`src/rtl/mul_div_pkg.sv`:
```
// Shared definitions for the multi-cycle signed multiply/divide unit.
//   state_t   : FSM state encoding (IDLE -> RUN -> FIX -> DONE -> IDLE)
//   OP_MUL/DIV: encoding of the Op input
//   WIDTH_DEF : default operand width
package mul_div_pkg;

  typedef enum logic [1:0] {
    S_IDLE = 2'd0,
    S_RUN  = 2'd1,
    S_FIX  = 2'd2,
    S_DONE = 2'd3
  } state_t;

  localparam logic OP_MUL = 1'b0;
  localparam logic OP_DIV = 1'b1;

  localparam int unsigned WIDTH_DEF = 32;

endpackage

```
`src/rtl/mul_div_iter.sv`:
```
// Single-iteration combinational datapath shared by MUL and DIV.
//   op        : OP_MUL (Booth radix-2 step) or OP_DIV (restoring step)
//   acc_hi    : MUL: P_hi (WIDTH+1, signed) / DIV: partial remainder R
//   acc_lo    : MUL: P_lo / DIV: quotient-in-progress Q (dividend bits shift out)
//   q_m1      : Booth q_-1 bit (unused for DIV)
//   opnd      : MUL: sign-extended A / DIV: zero-extended |B|
//   nxt_*     : accumulator state after this iteration
module mul_div_iter
  import mul_div_pkg::*;
#(
  parameter int unsigned WIDTH = WIDTH_DEF
) (
  input  logic             op,
  input  logic [WIDTH:0]   acc_hi,
  input  logic [WIDTH-1:0] acc_lo,
  input  logic             q_m1,
  input  logic [WIDTH:0]   opnd,
  output logic [WIDTH:0]   nxt_hi,
  output logic [WIDTH-1:0] nxt_lo,
  output logic             nxt_q_m1
);

  logic [WIDTH:0] booth_sum;
  logic [WIDTH:0] r_sh;
  logic [WIDTH:0] trial;

  always_comb begin
    booth_sum = acc_hi;
    r_sh      = '0;
    trial     = '0;
    nxt_hi    = acc_hi;
    nxt_lo    = acc_lo;
    nxt_q_m1  = 1'b0;

    if (op == OP_MUL) begin
      unique case ({acc_lo[0], q_m1})
        2'b01:   booth_sum = acc_hi + opnd;
        2'b10:   booth_sum = acc_hi - opnd;
        default: booth_sum = acc_hi;
      endcase
      // Arithmetic right shift of {P_hi, P_lo, q_-1}
      nxt_hi   = {booth_sum[WIDTH], booth_sum[WIDTH:1]};
      nxt_lo   = {booth_sum[0], acc_lo[WIDTH-1:1]};
      nxt_q_m1 = acc_lo[0];
    end else begin
      // R < |B| <= 2^(WIDTH-1), so the shifted remainder fits in WIDTH bits
      // and bit WIDTH of the trial difference is a valid sign.
      r_sh  = {acc_hi[WIDTH-1:0], acc_lo[WIDTH-1]};
      trial = r_sh - opnd;
      if (!trial[WIDTH]) begin
        nxt_hi = trial;
        nxt_lo = {acc_lo[WIDTH-2:0], 1'b1};
      end else begin
        nxt_hi = r_sh;
        nxt_lo = {acc_lo[WIDTH-2:0], 1'b0};
      end
    end
  end

endmodule

```
`src/rtl/mul_div_unit.sv`:
```
// Multi-cycle signed multiply/divide unit feeding the Z register.
//   Clock   : rising-edge clock
//   Clear   : synchronous active-high reset, highest priority
//   Start   : request, sampled only in IDLE
//   Op      : 0 = MUL, 1 = DIV
//   A, B    : signed operands (latched at accept)
//   Busy    : high from accept until Done drops
//   Done    : one-cycle pulse, Result valid
//   DivZero : set with Done on DIV by zero, held until next accept
//   Result  : MUL {HI,LO} product / DIV {remainder, quotient}
module mul_div_unit
  import mul_div_pkg::*;
#(
  parameter int unsigned WIDTH = WIDTH_DEF,
  parameter int unsigned CNT_W = 6
) (
  input  logic               Clock,
  input  logic               Clear,
  input  logic               Start,
  input  logic               Op,
  input  logic [WIDTH-1:0]   A,
  input  logic [WIDTH-1:0]   B,
  output logic               Busy,
  output logic               Done,
  output logic               DivZero,
  output logic [2*WIDTH-1:0] Result
);

  state_t state, next_state;

  logic [CNT_W-1:0] cnt;
  logic             op_q;
  logic [WIDTH-1:0] a_q;
  logic [WIDTH-1:0] b_q;
  logic [WIDTH:0]   acc_hi;
  logic [WIDTH-1:0] acc_lo;
  logic             q_m1;
  logic [WIDTH:0]   opnd;
  logic             div_zero;
  logic [2*WIDTH-1:0] result;

  logic [WIDTH:0]   nxt_hi;
  logic [WIDTH-1:0] nxt_lo;
  logic             nxt_q_m1;

  logic [WIDTH-1:0] mag_a;
  logic [WIDTH-1:0] mag_b;
  logic [WIDTH-1:0] quot_fix;
  logic [WIDTH-1:0] rem_fix;

  localparam logic [CNT_W-1:0] CNT_LAST = CNT_W'(WIDTH - 1);

  // Magnitudes of the incoming operands; -2^(WIDTH-1) maps to 2^(WIDTH-1)
  // which is still representable as an unsigned WIDTH-bit value.
  always_comb begin
    mag_a = A[WIDTH-1] ? (~A + WIDTH'(1)) : A;
    mag_b = B[WIDTH-1] ? (~B + WIDTH'(1)) : B;
  end

  // Sign fix-up for truncating division
  always_comb begin
    quot_fix = (a_q[WIDTH-1] ^ b_q[WIDTH-1]) ? (~acc_lo + WIDTH'(1)) : acc_lo;
    rem_fix  = a_q[WIDTH-1] ? (~acc_hi[WIDTH-1:0] + WIDTH'(1)) : acc_hi[WIDTH-1:0];
  end

  mul_div_iter #(.WIDTH(WIDTH)) u_iter (
    .op       (op_q),
    .acc_hi   (acc_hi),
    .acc_lo   (acc_lo),
    .q_m1     (q_m1),
    .opnd     (opnd),
    .nxt_hi   (nxt_hi),
    .nxt_lo   (nxt_lo),
    .nxt_q_m1 (nxt_q_m1)
  );

  always_ff @(posedge Clock) begin
    if (Clear) state <= S_IDLE;
    else       state <= next_state;
  end

  always_comb begin
    next_state = state;
    unique case (state)
      S_IDLE:  if (Start) next_state = S_RUN;
      S_RUN:   if (cnt == CNT_LAST) next_state = S_FIX;
      S_FIX:   next_state = S_DONE;
      S_DONE:  next_state = S_IDLE;
      default: next_state = S_IDLE;
    endcase
  end

  always_ff @(posedge Clock) begin
    if (Clear) begin
      cnt      <= '0;
      op_q     <= 1'b0;
      a_q      <= '0;
      b_q      <= '0;
      acc_hi   <= '0;
      acc_lo   <= '0;
      q_m1     <= 1'b0;
      opnd     <= '0;
      div_zero <= 1'b0;
      result   <= '0;
    end else begin
      unique case (state)
        S_IDLE: begin
          if (Start) begin
            cnt      <= '0;
            op_q     <= Op;
            a_q      <= A;
            b_q      <= B;
            acc_hi   <= '0;
            q_m1     <= 1'b0;
            div_zero <= 1'b0;
            if (Op == OP_DIV) begin
              acc_lo <= mag_a;
              opnd   <= {1'b0, mag_b};
            end else begin
              acc_lo <= B;
              opnd   <= {A[WIDTH-1], A};
            end
          end
        end
        S_RUN: begin
          acc_hi <= nxt_hi;
          acc_lo <= nxt_lo;
          q_m1   <= nxt_q_m1;
          cnt    <= cnt + CNT_W'(1);
        end
        S_FIX: begin
          if (op_q == OP_MUL) begin
            result <= {acc_hi[WIDTH-1:0], acc_lo};
          end else if (b_q == '0) begin
            result   <= {a_q, {WIDTH{1'b1}}};
            div_zero <= 1'b1;
          end else begin
            result <= {rem_fix, quot_fix};
          end
        end
        default: ;
      endcase
    end
  end

  assign Busy    = (state != S_IDLE);
  assign Done    = (state == S_DONE);
  assign DivZero = div_zero;
  assign Result  = result;

endmodule

```
`config.mk`:
```
export PLATFORM = sky130hd
export DESIGN_NAME = mul_div_unit
export DESIGN_NICKNAME = d
export VERILOG_FILES = /design/src/rtl/mul_div_pkg.sv /design/src/rtl/mul_div_iter.sv /design/src/rtl/mul_div_unit.sv
export SDC_FILE = /design/constraint.sdc
export NUM_CORES = 1
export LEC_CHECK = 0
export BUFFER_PORTS_ARGS = -buffer_cell sky130_fd_sc_hd__buf_2
export CORE_MARGIN = 2
export CORE_UTILIZATION = 56
export DETAILED_ROUTE_END_ITERATION = 8
export HOLD_SLACK_MARGIN = 0.08
export PLACE_DENSITY = 0.78
export SETUP_SLACK_MARGIN = 0.4
export SLEW_MARGIN = 20
export SYNTH_ARGS = -nofsm -noshare
export SYNTH_HDL_FRONTEND = slang
export SYNTH_SLANG_ARGS = --single-unit
```
`constraint.sdc`:
```
create_clock -name Clock -period 4.44 [get_ports Clock]
set_input_delay 0.222 -clock Clock [delete_from_list [all_inputs] [get_ports Clock]]
set_output_delay 0.222 -clock Clock [all_outputs]
set_load 0.03 [all_outputs]
```
==> results.sh <==
export IMPL_status="finished clean"
export IMPL_slew_headroom_pct=42.8
export IMPL_viasPerCell=6.52
export IMPL_fin_nets=2670
export IMPL_row_count=64
export IMPL_crit_family="compound AO/OA/AOI/OAI gates"
export IMPL_yosysSeqAreaShare_pct=27.3
export IMPL_synth_cell_types=70
export IMPL_netlist_instances=2394
export IMPL_place_congestion=1.03
export IMPL_track_usage_pct=38.0
export IMPL_worst_path_max_delay_cell="a2111oi_0"
export IMPL_clock_path_buffers=3
export IMPL_cp_arrival_ns=4.64
export IMPL_reg2reg_from="opnd[6]"
export IMPL_critical_path_max_stage_delay_ns=0.75
export IMPL_first_iter_violations=2026
export IMPL_grt_pass1_vias=17845
export IMPL_vias=19193
export IMPL_end_kind="flip-flop"
export IMPL_power_density_mw_per_mm2=697
export IMPL_maxCapViolCount=0
export IMPL_layout_min_cycle_time_ns=4.17
export IMPL_grt_ovfl_total=0
export IMPL_yosys_area_share_adder_pct=5.63
export IMPL_setup_violations=0
export IMPL_ff2ff_path_depth=12
export IMPL_finalClockSkew_ns=0.0350
export IMPL_synth_nets=2539
export IMPL_rsz0062_at_grt="yes"
export IMPL_synth_compound_area_share_pct=28.3
export IMPL_report_final_slew_viol_count=0
export IMPL_gr_usage_met1_pct=47.0
export IMPL_power_uw=14200
export IMPL_ys_flop_type="dfxtp_1"
export IMPL_yosys_warnings=0
export IMPL_cts_root_buf="clkbuf_16"
export IMPL_synth_edf_count=0
export IMPL_remaining_drc_errors=0
export IMPL_die_height_um=180
export IMPL_ys_ff_latch=237
export IMPL_syn_to_final_growth_pct=17.4
export IMPL_hold_path_depth=2
export IMPL_synth_xor_area_share_pct=8.83
export IMPL_cp_cell_sequence="inv_1 -> ha_1 -> a21o_1 -> nand2b_1 -> o21ai_0 -> and3_1 -> nor3_1 -> o21ai_0 -> nand2_1 -> a2111oi_0 -> o21ai_0 -> a221o_1"
export IMPL_max_freq_mhz=240
export IMPL_hp_class="input port to flip-flop"
export IMPL_worst_r2r_endpoint="acc_hi[31]"
export IMPL_busiest_layer="met2"
export IMPL_worst_pin_slew_ns=0.858
export IMPL_setup_tns_ns=0
export IMPL_whs_ns=0.0979
export IMPL_boundaryPins=135
export IMPL_drt_pass1_iterations=6
export IMPL_core_area_mm2=0.0306
export IMPL_antenna_found_initial=0
export IMPL_cts_buffers=28
export IMPL_synth_simple_gate_area_share_pct=20.9
export IMPL_mappedNetlistArea_mm2=0.0174
export IMPL_clk_pin_slew_ns=0.07
export IMPL_die_area_mm2=0.0324
export IMPL_clk_latency_ns=0.59
export IMPL_worst_hold_startpoint="Clear"
export IMPL_finalWirelength_um=65300
export IMPL_clock_sinks=237
export IMPL_portBuffers=134
export IMPL_critPathKind="flip-flop to flip-flop"
export IMPL_grt_start_max_net_pins=82
export IMPL_crit_buf_inv=1
export IMPL_grt_first_pass_wirelength_um=99500
export IMPL_die_x_um=180
export IMPL_initial_utilization_pct=56.8
export IMPL_cts_tree="yes"
export IMPL_p_leak_uw=0.00828
export IMPL_synth_top_family_by_area="compound AO/OA/AOI/OAI gates"
export IMPL_htreeDepth=1
export IMPL_rrSetupSlack_ns=0.27
export IMPL_timing_final_hold_violations=0
export IMPL_postSynth_asyncResetShare_pct=0
export IMPL_grt_use_met2_pct=62.8
export IMPL_cp_data_required_time_ns=4.91
export IMPL_critPathMaxFanout=6
export IMPL_crit_path_frequent_cell="o21ai_0"
export IMPL_dp_final_hpwl_um=46200
export IMPL_wl_per_cell_um=22.2
export IMPL_grtUsageMet3_pct=6.31
export IMPL_irDropWorstVdd_mv=0.415
export IMPL_min_period_over_period_pct=94.0
export IMPL_drive_gt1_share_pct=13.7
export IMPL_start_kind="flip-flop"
export IMPL_min_to="opnd[30]"
export IMPL_synth_area_mux_share_pct=3.54
export IMPL_synth_avg_cell_area_um2=7.25
export IMPL_antenna_left=0
==> worst register-to-register path: cells and delay by family, from the launching register on <==
family          cells  cell delay [ns]
compound gates      6             2.28
fa+ha+maj           1             0.38
buf+inv             1             0.09
flops               1             0.50
simple gates        4             0.78
==> placed cells by master, fill, tap and decap left out, types with 16 or more instances in the layout <==
| master | n |
|---|---|
| nor4_1 | 17 |
| ha_1 | 69 |
| a21o_1 | 36 |
| nand3_1 | 28 |
| nand2_1 | 293 |
| nor2_1 | 274 |
| o211ai_1 | 43 |
| a32o_1 | 17 |
| xnor2_1 | 72 |
| buf_4 | 83 |
| xor2_1 | 103 |
| a21oi_1 | 262 |
| inv_1 | 78 |
| buf_2 | 133 |
| o21ai_0 | 117 |
| dlygate4sd3_1 | 52 |
| nand2b_1 | 23 |
| a211oi_1 | 77 |
| clkbuf_16 | 28 |
| o22ai_1 | 39 |
| o31ai_1 | 29 |
| or3_1 | 19 |
| nand4_1 | 16 |
| mux2i_1 | 57 |
| dfxtp_1 | 234 |
| nor3_1 | 55 |
| a31oi_1 | 19 |
==> synthesized netlist by cell type (all sizes together) (6+ instances only) <==
library cell | n | share of area [%]
nand2 | 297 | 6.4
nor2 | 280 | 6.1
a21oi | 269 | 7.8
dfxtp | 237 | 27
clkbuf | 154 | 3.3
o21ai | 126 | 3.6
xor2 | 103 | 5.2
a211oi | 81 | 3.5
inv | 80 | 1.7
ha | 75 | 5.4
xnor2 | 72 | 3.6
nor3 | 60 | 1.7
mux2i | 57 | 3.3
o211ai | 43 | 1.9
o22ai | 40 | 1.4
a21o | 36 | 1.6
o31ai | 29 | 1.3
nand3 | 28 | 0.81
nand2b | 23 | 0.83
a31oi | 21 | 0.76
nor4 | 20 | 0.72
or3 | 20 | 0.75
buf | 18 | 0.42
a32o | 17 | 0.98
nand4 | 16 | 0.58
or4 | 16 | 0.76
and3 | 14 | 0.50
o41ai | 14 | 0.75
a311oi | 13 | 0.66
o21a | 13 | 0.56
and2 | 10 | 0.36
nor2b | 10 | 0.36
a221oi | 9 | 0.45
or2 | 8 | 0.29
a22oi | 7 | 0.30
a2111oi | 6 | 0.30
a22o | 6 | 0.30
==> metrics by stage <==
stage	worst slack, ns	util, %	cell area, µm²	cells
floorplan	0.437	-	17400	2394
finish	0.268	66.6	20400	2943
global placement	0.257	60.3	18500	2820
global route	0.217	66.6	20400	2942
detailed placement	0.154	60.3	18500	2820
CTS	0.365	65.3	20000	2925
==> timing repair <==
action / in CTS / in global routing
pin swaps: 0 / 43
setup buffers: 2 / 16
resized for setup: 14 / 62
hold buffers: 52 / 0
setup endpoints to repair: 13 / 28
endpoints found under the hold margin: 55 / 0
cloned: 0 / 0
==> layout make-up <==
| class | count | area [µm²] |
|---|---|---|
| Clock inverter | 15 | 175 |
| Fill cell | 2630 | 10200 |
| Timing Repair Buffer | 273 | 1890 |
| Antenna cell | 1 | 2.50 |
| Inverter | 81 | 304 |
| Sequential cell | 237 | 4750 |
| Multi-Input combinational cell | 1904 | 12000 |
| Clock buffer | 36 | 771 |
| Tap cell | 396 | 495 |
==> state kept, by name (all words and copies together), names as in the netlist <==
signal	flops
DivZero	1
Result	64
a_q	32
acc_hi	33
acc_lo	32
b_q	32
cnt	6
op_q	1
opnd	33
q_m1	1
state	2
==> layer usage <==
metal / vias up / wire, µm
met1: 9032 / 25000
met5: - / 0
met3: 225 / 6200
li1: 8857 / -
met4: 0 / 4230
met2: 1079 / 29800
==> worst max-delay path by stage <==
stage	startpoint	cells after the start	endpoint
after floorplan	opnd[2]	19	acc_hi[29]
after global placement	opnd[2]	18	acc_hi[26]
after detailed placement	opnd[2]	18	acc_hi[26]
after CTS	acc_lo[31]	13	acc_hi[26]
after global routing	opnd[4]	20	acc_hi[31]
final	opnd[6]	12	acc_hi[31]
==> where the power goes <==
| part | switching [µW] | internal (µW) | total (µW) | leakage (µW) |
|---|---|---|---|---|
| clock network | 1050 | 1360 | 2400 | 0.000440 |
| logic | 5360 | 3190 | 8560 | 0.00590 |
| registers | 606 | 2640 | 3240 | 0.00194 |
==> kinds of logic after synthesis <==
group	count (synthesis)
AO/OA/AOI/OAI	773
XOR/XNOR	175
adder cells (fa/ha/maj)	77
buffers and inverters	253
flip-flops	237
multiplexers	61
AND/OR/NAND/NOR	818
No activity file was read; power rests on OpenSTA's default activity.
